`src/rtl/fp32_unpack_aligner_pkg.sv`:
```
// Shared FP32 field widths, special-value constants and unpack helpers for the adder-tree front end.
package fp32_unpack_aligner_pkg;

    localparam int EXP_WIDTH   = 8;
    localparam int MANT_WIDTH  = 23;
    localparam int GUARD_BITS  = 3;
    localparam int SIG_WIDTH   = MANT_WIDTH + 1;
    localparam int EXT_WIDTH   = SIG_WIDTH + GUARD_BITS;
    localparam int ALIGN_WIDTH = 1 + MANT_WIDTH + 1 + GUARD_BITS;

    localparam logic [EXP_WIDTH-1:0] EXP_MAX = 8'hFF;
    localparam logic [31:0]          QNAN    = 32'h7FC0_0000;

    typedef struct packed {
        logic                  sign;
        logic [EXP_WIDTH-1:0]  exp;
        logic [MANT_WIDTH-1:0] frac;
    } fp32_t;

    // Denormals and zero sit on the same binade as exponent field 1.
    function automatic logic [EXP_WIDTH-1:0] eff_exp(input logic [EXP_WIDTH-1:0] exp);
        return (exp == '0) ? EXP_WIDTH'(1) : exp;
    endfunction

endpackage

```
`src/rtl/fp32_lane_aligner.sv`:
```
// Combinational per-lane aligner: right-shifts a 24b significand with guard and sticky bits,
// then returns it as a signed two's-complement ALIGN_WIDTH mantissa.
module fp32_lane_aligner
    import fp32_unpack_aligner_pkg::*;
(
    input  logic                   i_sign,
    input  logic [SIG_WIDTH-1:0]   i_sig,
    input  logic [EXP_WIDTH-1:0]   i_shift,
    output logic [ALIGN_WIDTH-1:0] o_mant
);

    logic [EXT_WIDTH-1:0]   w_ext;
    logic [EXT_WIDTH-1:0]   w_mask;
    logic [EXT_WIDTH-1:0]   w_mag;
    logic                   w_sticky;
    logic [ALIGN_WIDTH-1:0] w_mag_ext;

    always_comb begin
        // NOTE: every always_comb output gets a default first, so no path leaves it unassigned and infers a latch.
        w_ext    = {i_sig, {GUARD_BITS{1'b0}}};
        w_mask   = '0;
        w_sticky = 1'b0;
        w_mag    = '0;
        if (i_shift >= EXP_WIDTH'(EXT_WIDTH)) begin
            // Everything shifted out: only the sticky bit can survive.
            w_mag = EXT_WIDTH'(i_sig != '0);
        end else begin
            w_mask   = (EXT_WIDTH'(1) << i_shift) - EXT_WIDTH'(1);
            w_sticky = |(w_ext & w_mask);
            w_mag    = (w_ext >> i_shift) | EXT_WIDTH'(w_sticky);
        end
        w_mag_ext = {1'b0, w_mag};
        o_mant    = i_sign ? -w_mag_ext : w_mag_ext;
    end

endmodule

```
`src/rtl/fp32_unpack_aligner.sv`:
```
// Two-stage FP32 unpack/align front end: max-exponent search, per-lane alignment, special-value flags.
// Build option: define FP32_DENORM_FLUSH_EN to flush exp==0 lanes to signed zero before alignment.
module fp32_unpack_aligner
    import fp32_unpack_aligner_pkg::*;
#(
    parameter int NUM_IN = 8
) (
    input  logic                          clk,
    input  logic                          rst,
    input  logic                          in_valid,
    output logic                          in_ready,
    input  logic [NUM_IN*32-1:0]          in_data,
    output logic                          out_valid,
    input  logic                          out_ready,
    output logic [NUM_IN*ALIGN_WIDTH-1:0] out_mant,
    output logic [EXP_WIDTH-1:0]          out_exp,
    output logic                          out_nan,
    output logic                          out_inf,
    output logic                          out_inf_sg
);

    logic w_adv1;
    logic w_adv2;
    logic r_s1_valid;
    logic r_s2_valid;

    assign w_adv2   = !r_s2_valid || out_ready;
    assign w_adv1   = !r_s1_valid || w_adv2;
    assign in_ready = w_adv1;

    fp32_t                w_op      [NUM_IN];
    logic                 w_sign    [NUM_IN];
    logic [EXP_WIDTH-1:0] w_eeff    [NUM_IN];
    logic [SIG_WIDTH-1:0] w_sig     [NUM_IN];
    logic [EXP_WIDTH-1:0] w_emax;
    logic                 w_any_nan;
    logic                 w_inf_pos;
    logic                 w_inf_neg;

    always_comb begin
        w_emax    = '0;
        w_any_nan = 1'b0;
        w_inf_pos = 1'b0;
        w_inf_neg = 1'b0;
        for (int i = 0; i < NUM_IN; i++) begin
            w_op[i]   = fp32_t'(in_data[32*i +: 32]);
            w_sign[i] = w_op[i].sign;
            w_eeff[i] = eff_exp(w_op[i].exp);
`ifdef FP32_DENORM_FLUSH_EN
            w_sig[i]  = (w_op[i].exp == '0) ? '0 : {1'b1, w_op[i].frac};
`else
            w_sig[i]  = {w_op[i].exp != '0, w_op[i].frac};
`endif
            if (w_op[i].exp > w_emax) w_emax = w_op[i].exp;
            if (w_op[i].exp == EXP_MAX) begin
                if (w_op[i].frac != '0) w_any_nan = 1'b1;
                else if (w_op[i].sign)  w_inf_neg = 1'b1;
                else                    w_inf_pos = 1'b1;
            end
        end
    end

    logic                 r_s1_sign [NUM_IN];
    logic [EXP_WIDTH-1:0] r_s1_eeff [NUM_IN];
    logic [SIG_WIDTH-1:0] r_s1_sig  [NUM_IN];
    logic [EXP_WIDTH-1:0] r_s1_emax;
    logic [EXP_WIDTH-1:0] r_s1_emax_eff;
    logic                 r_s1_any_nan;
    logic                 r_s1_inf_pos;
    logic                 r_s1_inf_neg;

    always_ff @(posedge clk) begin
        // NOTE: sequential state uses non-blocking assignments so every register samples pre-edge values.
        if (rst)         r_s1_valid <= 1'b0;
        else if (w_adv1) r_s1_valid <= in_valid;
    end

    // NOTE: stage-1 payload has no reset; r_s1_valid alone qualifies it.
    always_ff @(posedge clk) begin
        if (w_adv1 && in_valid) begin
            for (int i = 0; i < NUM_IN; i++) begin
                r_s1_sign[i] <= w_sign[i];
                r_s1_eeff[i] <= w_eeff[i];
                r_s1_sig[i]  <= w_sig[i];
            end
            r_s1_emax     <= w_emax;
            r_s1_emax_eff <= eff_exp(w_emax);
            r_s1_any_nan  <= w_any_nan;
            r_s1_inf_pos  <= w_inf_pos;
            r_s1_inf_neg  <= w_inf_neg;
        end
    end

    logic [EXP_WIDTH-1:0]   w_shift     [NUM_IN];
    logic [ALIGN_WIDTH-1:0] w_lane_mant [NUM_IN];

    for (genvar g = 0; g < NUM_IN; g++) begin : g_lane
        assign w_shift[g] = r_s1_emax_eff - r_s1_eeff[g];

        fp32_lane_aligner u_lane (
            .i_sign  (r_s1_sign[g]),
            .i_sig   (r_s1_sig[g]),
            .i_shift (w_shift[g]),
            .o_mant  (w_lane_mant[g])
        );
    end

    logic w_nan;
    logic w_inf;
    logic w_special;

    assign w_nan     = r_s1_any_nan || (r_s1_inf_pos && r_s1_inf_neg);
    assign w_inf     = (r_s1_inf_pos || r_s1_inf_neg) && !w_nan;
    assign w_special = w_nan || w_inf;

    logic [NUM_IN*ALIGN_WIDTH-1:0] r_s2_mant;
    logic [EXP_WIDTH-1:0]          r_s2_exp;
    logic                          r_s2_nan;
    logic                          r_s2_inf;
    logic                          r_s2_inf_sg;

    always_ff @(posedge clk) begin
        if (rst) begin
            r_s2_valid  <= 1'b0;
            r_s2_mant   <= '0;
            r_s2_exp    <= '0;
            r_s2_nan    <= 1'b0;
            r_s2_inf    <= 1'b0;
            r_s2_inf_sg <= 1'b0;
        end else if (w_adv2) begin
            r_s2_valid <= r_s1_valid;
            if (r_s1_valid) begin
                // Special bundles carry a deterministic zero payload.
                for (int i = 0; i < NUM_IN; i++) begin
                    r_s2_mant[ALIGN_WIDTH*i +: ALIGN_WIDTH] <= w_special ? '0 : w_lane_mant[i];
                end
                r_s2_exp    <= w_special ? EXP_MAX : r_s1_emax;
                r_s2_nan    <= w_nan;
                r_s2_inf    <= w_inf;
                r_s2_inf_sg <= w_inf && r_s1_inf_neg;
            end
        end
    end

    assign out_valid  = r_s2_valid;
    assign out_mant   = r_s2_mant;
    assign out_exp    = r_s2_exp;
    assign out_nan    = r_s2_nan;
    assign out_inf    = r_s2_inf;
    assign out_inf_sg = r_s2_inf_sg;

endmodule
```
`config.mk`:
```
export PLATFORM = sky130hd
export DESIGN_NAME = fp32_unpack_aligner
export DESIGN_NICKNAME = d
export VERILOG_FILES = /design/src/rtl/fp32_unpack_aligner_pkg.sv /design/src/rtl/fp32_lane_aligner.sv /design/src/rtl/fp32_unpack_aligner.sv
export SDC_FILE = /design/constraint.sdc
export NUM_CORES = 2
export LEC_CHECK = 0
export CAP_MARGIN = 10
export CELL_PAD_IN_SITES_DETAIL_PLACEMENT = 1
export CELL_PAD_IN_SITES_GLOBAL_PLACEMENT = 1
export CORE_MARGIN = 2
export CORE_UTILIZATION = 47
export DETAILED_ROUTE_END_ITERATION = 7
export GPL_ROUTABILITY_DRIVEN = 0
export GPL_TIMING_DRIVEN = 0
export HOLD_SLACK_MARGIN = 0.1
export PLACE_DENSITY_LB_ADDON = 0.1
export SLEW_MARGIN = 20
export SYNTH_ARGS = -nofsm -noshare
export SYNTH_HDL_FRONTEND = slang
export SYNTH_SLANG_ARGS = --single-unit
export TNS_END_PERCENT = 50
```
`constraint.sdc`:
```
create_clock -name clk -period 42.3 [get_ports clk]
set_input_delay 6.345 -clock clk [delete_from_list [all_inputs] [get_ports clk]]
set_output_delay 6.345 -clock clk [all_outputs]
set_load 0.01 [all_outputs]
```
==> reports/qor.yml <==
final_layout:
  fill_cells: 10480
  drive_above_1_share_pct: 6.308
  area_growth_pct: 21.32
  final_cell_mix: "nand2_1 (617), nor2_1 (534), clkdlybuf4s50_1 (495), o21ai_0 (389), clkbuf_1 (319)"
  final_common_cell: "nand2_1"
  ff_latch_area_um2: 13240
  multi_input_area_um2: 26120
  nets: 6035
yosys:
  yosys.area.top_type: "edfxtp_1"
  synth_edf_count: 283
  netlist-cell-type-count: 104
  postSynthAreaPerCell_um2: 8.161
  yosysSeqAreaShare_pct: 31.94
  synth_compound_area_share_pct: 22.50
  synth_top_family_by_area: "compound AO/OA/AOI/OAI gates"
  syn_inst: 5081
  yosys_most_used_dff: "edfxtp_1"
  synth-simple-area-share_pct: 21.49
  synthArstFlopShare_pct: 0
  synth-seq-cells: 520
  yosys_warnings: 0
  synthAdderAreaFrac_pct: 3.874
  synth_nets: 5463
  synth.area.top_cells: "edfxtp_1 (20%), dfxtp_1 (11%), nand2_1 (5.6%), nor2_1 (4.8%), o21ai_0 (4.7%)"
  yosys.area.top_type_share_pct: 20.49
  muxShareOfSynthArea_pct: 10.24
  synth_area_um2: 41470
  synth_xor_area_share_pct: 4.816
grt:
  grt_max_degree: 58
  groute.usage.overall_pct: 40.35
  antenna_found_initial: 25
  grt_pass1_wl_mm: 281.1
  first_global_vias: 45210
  overflow: 0
sta:
  hold_viol_final: 0
  finClkSkew_ns: 0.02468
  setup_viol: 0
  fin_crit_sh_pct: 50.28
  setup-tns-final_ns: 0
  fmax_mhz: 47.02
  slew_headroom_pct: 16.89
  worst_pin_slew_ns: 1.247
  fin_crit_ns: 21.27
  slew_violations: 0
  rsz0062_at_grt: "no"
route:
  via_count: 45700
  drcViolationCount: 0
  routed_wl_mm: 188.4
  drt_pass1_iterations: 7
  wl_met1_mm: 72.41
  final_antenna_net_count: 0
  highest_layer: "met5"
  vias_per_cell: 6.652
  wl_per_cell_um: 27.42
  initialDrtViolationCount: 4747
  routed-wl-met3_mm: 18.74
  met2_length_mm: 84.35
cts:
  post_cts.repair.setup_buffers: 0
  cts.htree.levels: 3
  cts_buffer_depth: 3
  cts.sinks: 520
  cts_hold_buffers: 0
  root_buffer: "clkbuf_16"
  cts_buffers: 66
  insertion_delay_ns: 0.66
  cts_resized: 0
  cts_tree: "built"
  clk_pin_slew_ns: 0.06
critical_path:
  max_stage_delay_ns: 0.60
  worstSetupPathType: "input port to register"
  cp-end-kind: "register"
  crit_family: "compound AO/OA/AOI/OAI gates"
  path_buf_inv: 10
  r2r_start: "r_s1_emax_eff[0]"
  reg2reg_slack_ns: 34.29
  reg2reg_to: "out_mant[194]"
  worstRegToRegCells: 26
  slowest_stage: "a221oi_2"
  required_ns: 42.71
  critical_path_arrival_ns: 21.68
  worstSetupStartpointType: "input port"
  crit_path_max_fanout: 10
  cpMostUsedCell: "ha_1"
run:
  cap_violations: 0
floorplanning:
  fp.dieW_um: 301.0
  rows: 108
  placeableCoreArea_um2: 87160
  die_area_um2: 90620
  dieHeight_um: 301.0
  start_util_pct: 47.58
  io_pins: 497
min_path:
  hold_path_end: "out_mant[188]"
  holdPathStages: 2
  hp-start: "out_mant[188]"
  hold_class: "register to register"
pwr:
  p_per_area_nw_per_um2: 81.64
  power_uw: 4107
  leakage_uw: 0.01848
  vdd_ir_drop_max_mv: 0.05707
placement:
  detailed_place_hpwl_mm: 146.3
  port_buffers: 495
run_status:
  status: "complete, no violations"
Yosys cell counts (all sizes together) (21+ instances only):
cell,number
buf,49
xor2,101
nor3,120
and2,35
or3,31
nor2,535
clkbuf,317
a211oi,60
nand3,142
o22ai,29
edfxtp,283
inv,190
ha,114
a22o,27
mux2i,180
mux2,61
nand2,618
o21ai,419
o31ai,62
or2,29
a21o,42
a21oi,291
o211ai,33
dfxtp,237
a22oi,84
nor4,124
and3,41
nand4,102
xnor2,127
a32oi,21
o21a,36
a21boi,29
mux4,78
nand2b,35
a31oi,64
nor2b,46
metrics by stage:
stage	std cells	utilization (%)	setup slack [ns]	instance area, µm²	hold slack, ns
detailed placement	6740	55.13	20.72	48050	0.4424
floorplan	5081	-	23.94	41470	0.4697
finish	6870	57.72	21.03	50310	0.4519
global placement	6731	54.92	21.42	47870	0.4342
global route	6868	57.71	19.83	50300	0.4751
CTS	6862	57.67	21.26	50260	0.4558
registers in the layout, indices dropped and copies added, names as in the netlist:
name           count
r_s1_inf_neg       1
r_s1_emax_eff      8
r_s1_emax          8
r_s1_sign          8
out_inf            1
out_valid          1
r_s1_sig         192
out_nan            1
out_exp            8
r_s1_any_nan       1
out_mant         224
r_s1_valid         1
r_s1_eeff         64
out_inf_sg         1
r_s1_inf_pos       1
cell families after synthesis:
logic type | count (synthesis)
buffers and inverters | 559
xor gates and xnor gates | 228
adders and majority gates | 124
and+or+nand+nor | 1911
AOI/OAI and AO/OA | 1420
DFF | 520
muxes | 319
power breakdown:
group          switching, µW  internal, µW  leakage, µW
logic                   1970           933       0.0127
registers               51.7           577      0.00467
clock network            250           331      0.00107
total                   2270          1840       0.0185
how the worst max path moves through the flow:
| stage | start | end | slack, ns | cells past startpoint |
|---|---|---|---|---|
| 5_1_grt | in_data[24] | r_s1_emax_eff[0] | 19.83 | 66 |
| 4_1_cts | in_data[24] | r_s1_emax_eff[0] | 21.26 | 66 |
| 6_report | in_data[24] | r_s1_emax_eff[0] | 21.03 | 66 |
| 3_5_place_dp | in_data[24] | r_s1_emax_eff[0] | 20.72 | 66 |
| 2_1_floorplan | in_data[24] | r_s1_emax_eff[0] | 23.94 | 65 |
| 3_3_place_gp | in_data[24] | r_s1_emax_eff[0] | 21.42 | 65 |
cell type report:
type	count	area share, %
sequential	520	26.32
buffer	366	2.828
inverter	193	1.440
antenna	8	0.03979
clock inverter	36	0.7511
clock buffer	86	3.641
tap	1155	2.873
multi-input combinational	4002	51.92
timing repair buffer	504	10.19
per-layer routing:
metal  GRT usage [%]  vias to the layer above
li1                -                    20060
met1           50.99                    22230
met2           63.86                     2669
met3           8.449                      712
met4           23.38                       34
met5               0                        -
worst min-delay path, cell delays in order, from the launching register on:
cell and delay (ns):
dfxtp_1 0.32, nand2_1 0.05, o21ai_0 0.05
(Power assumes the default switching activity.)
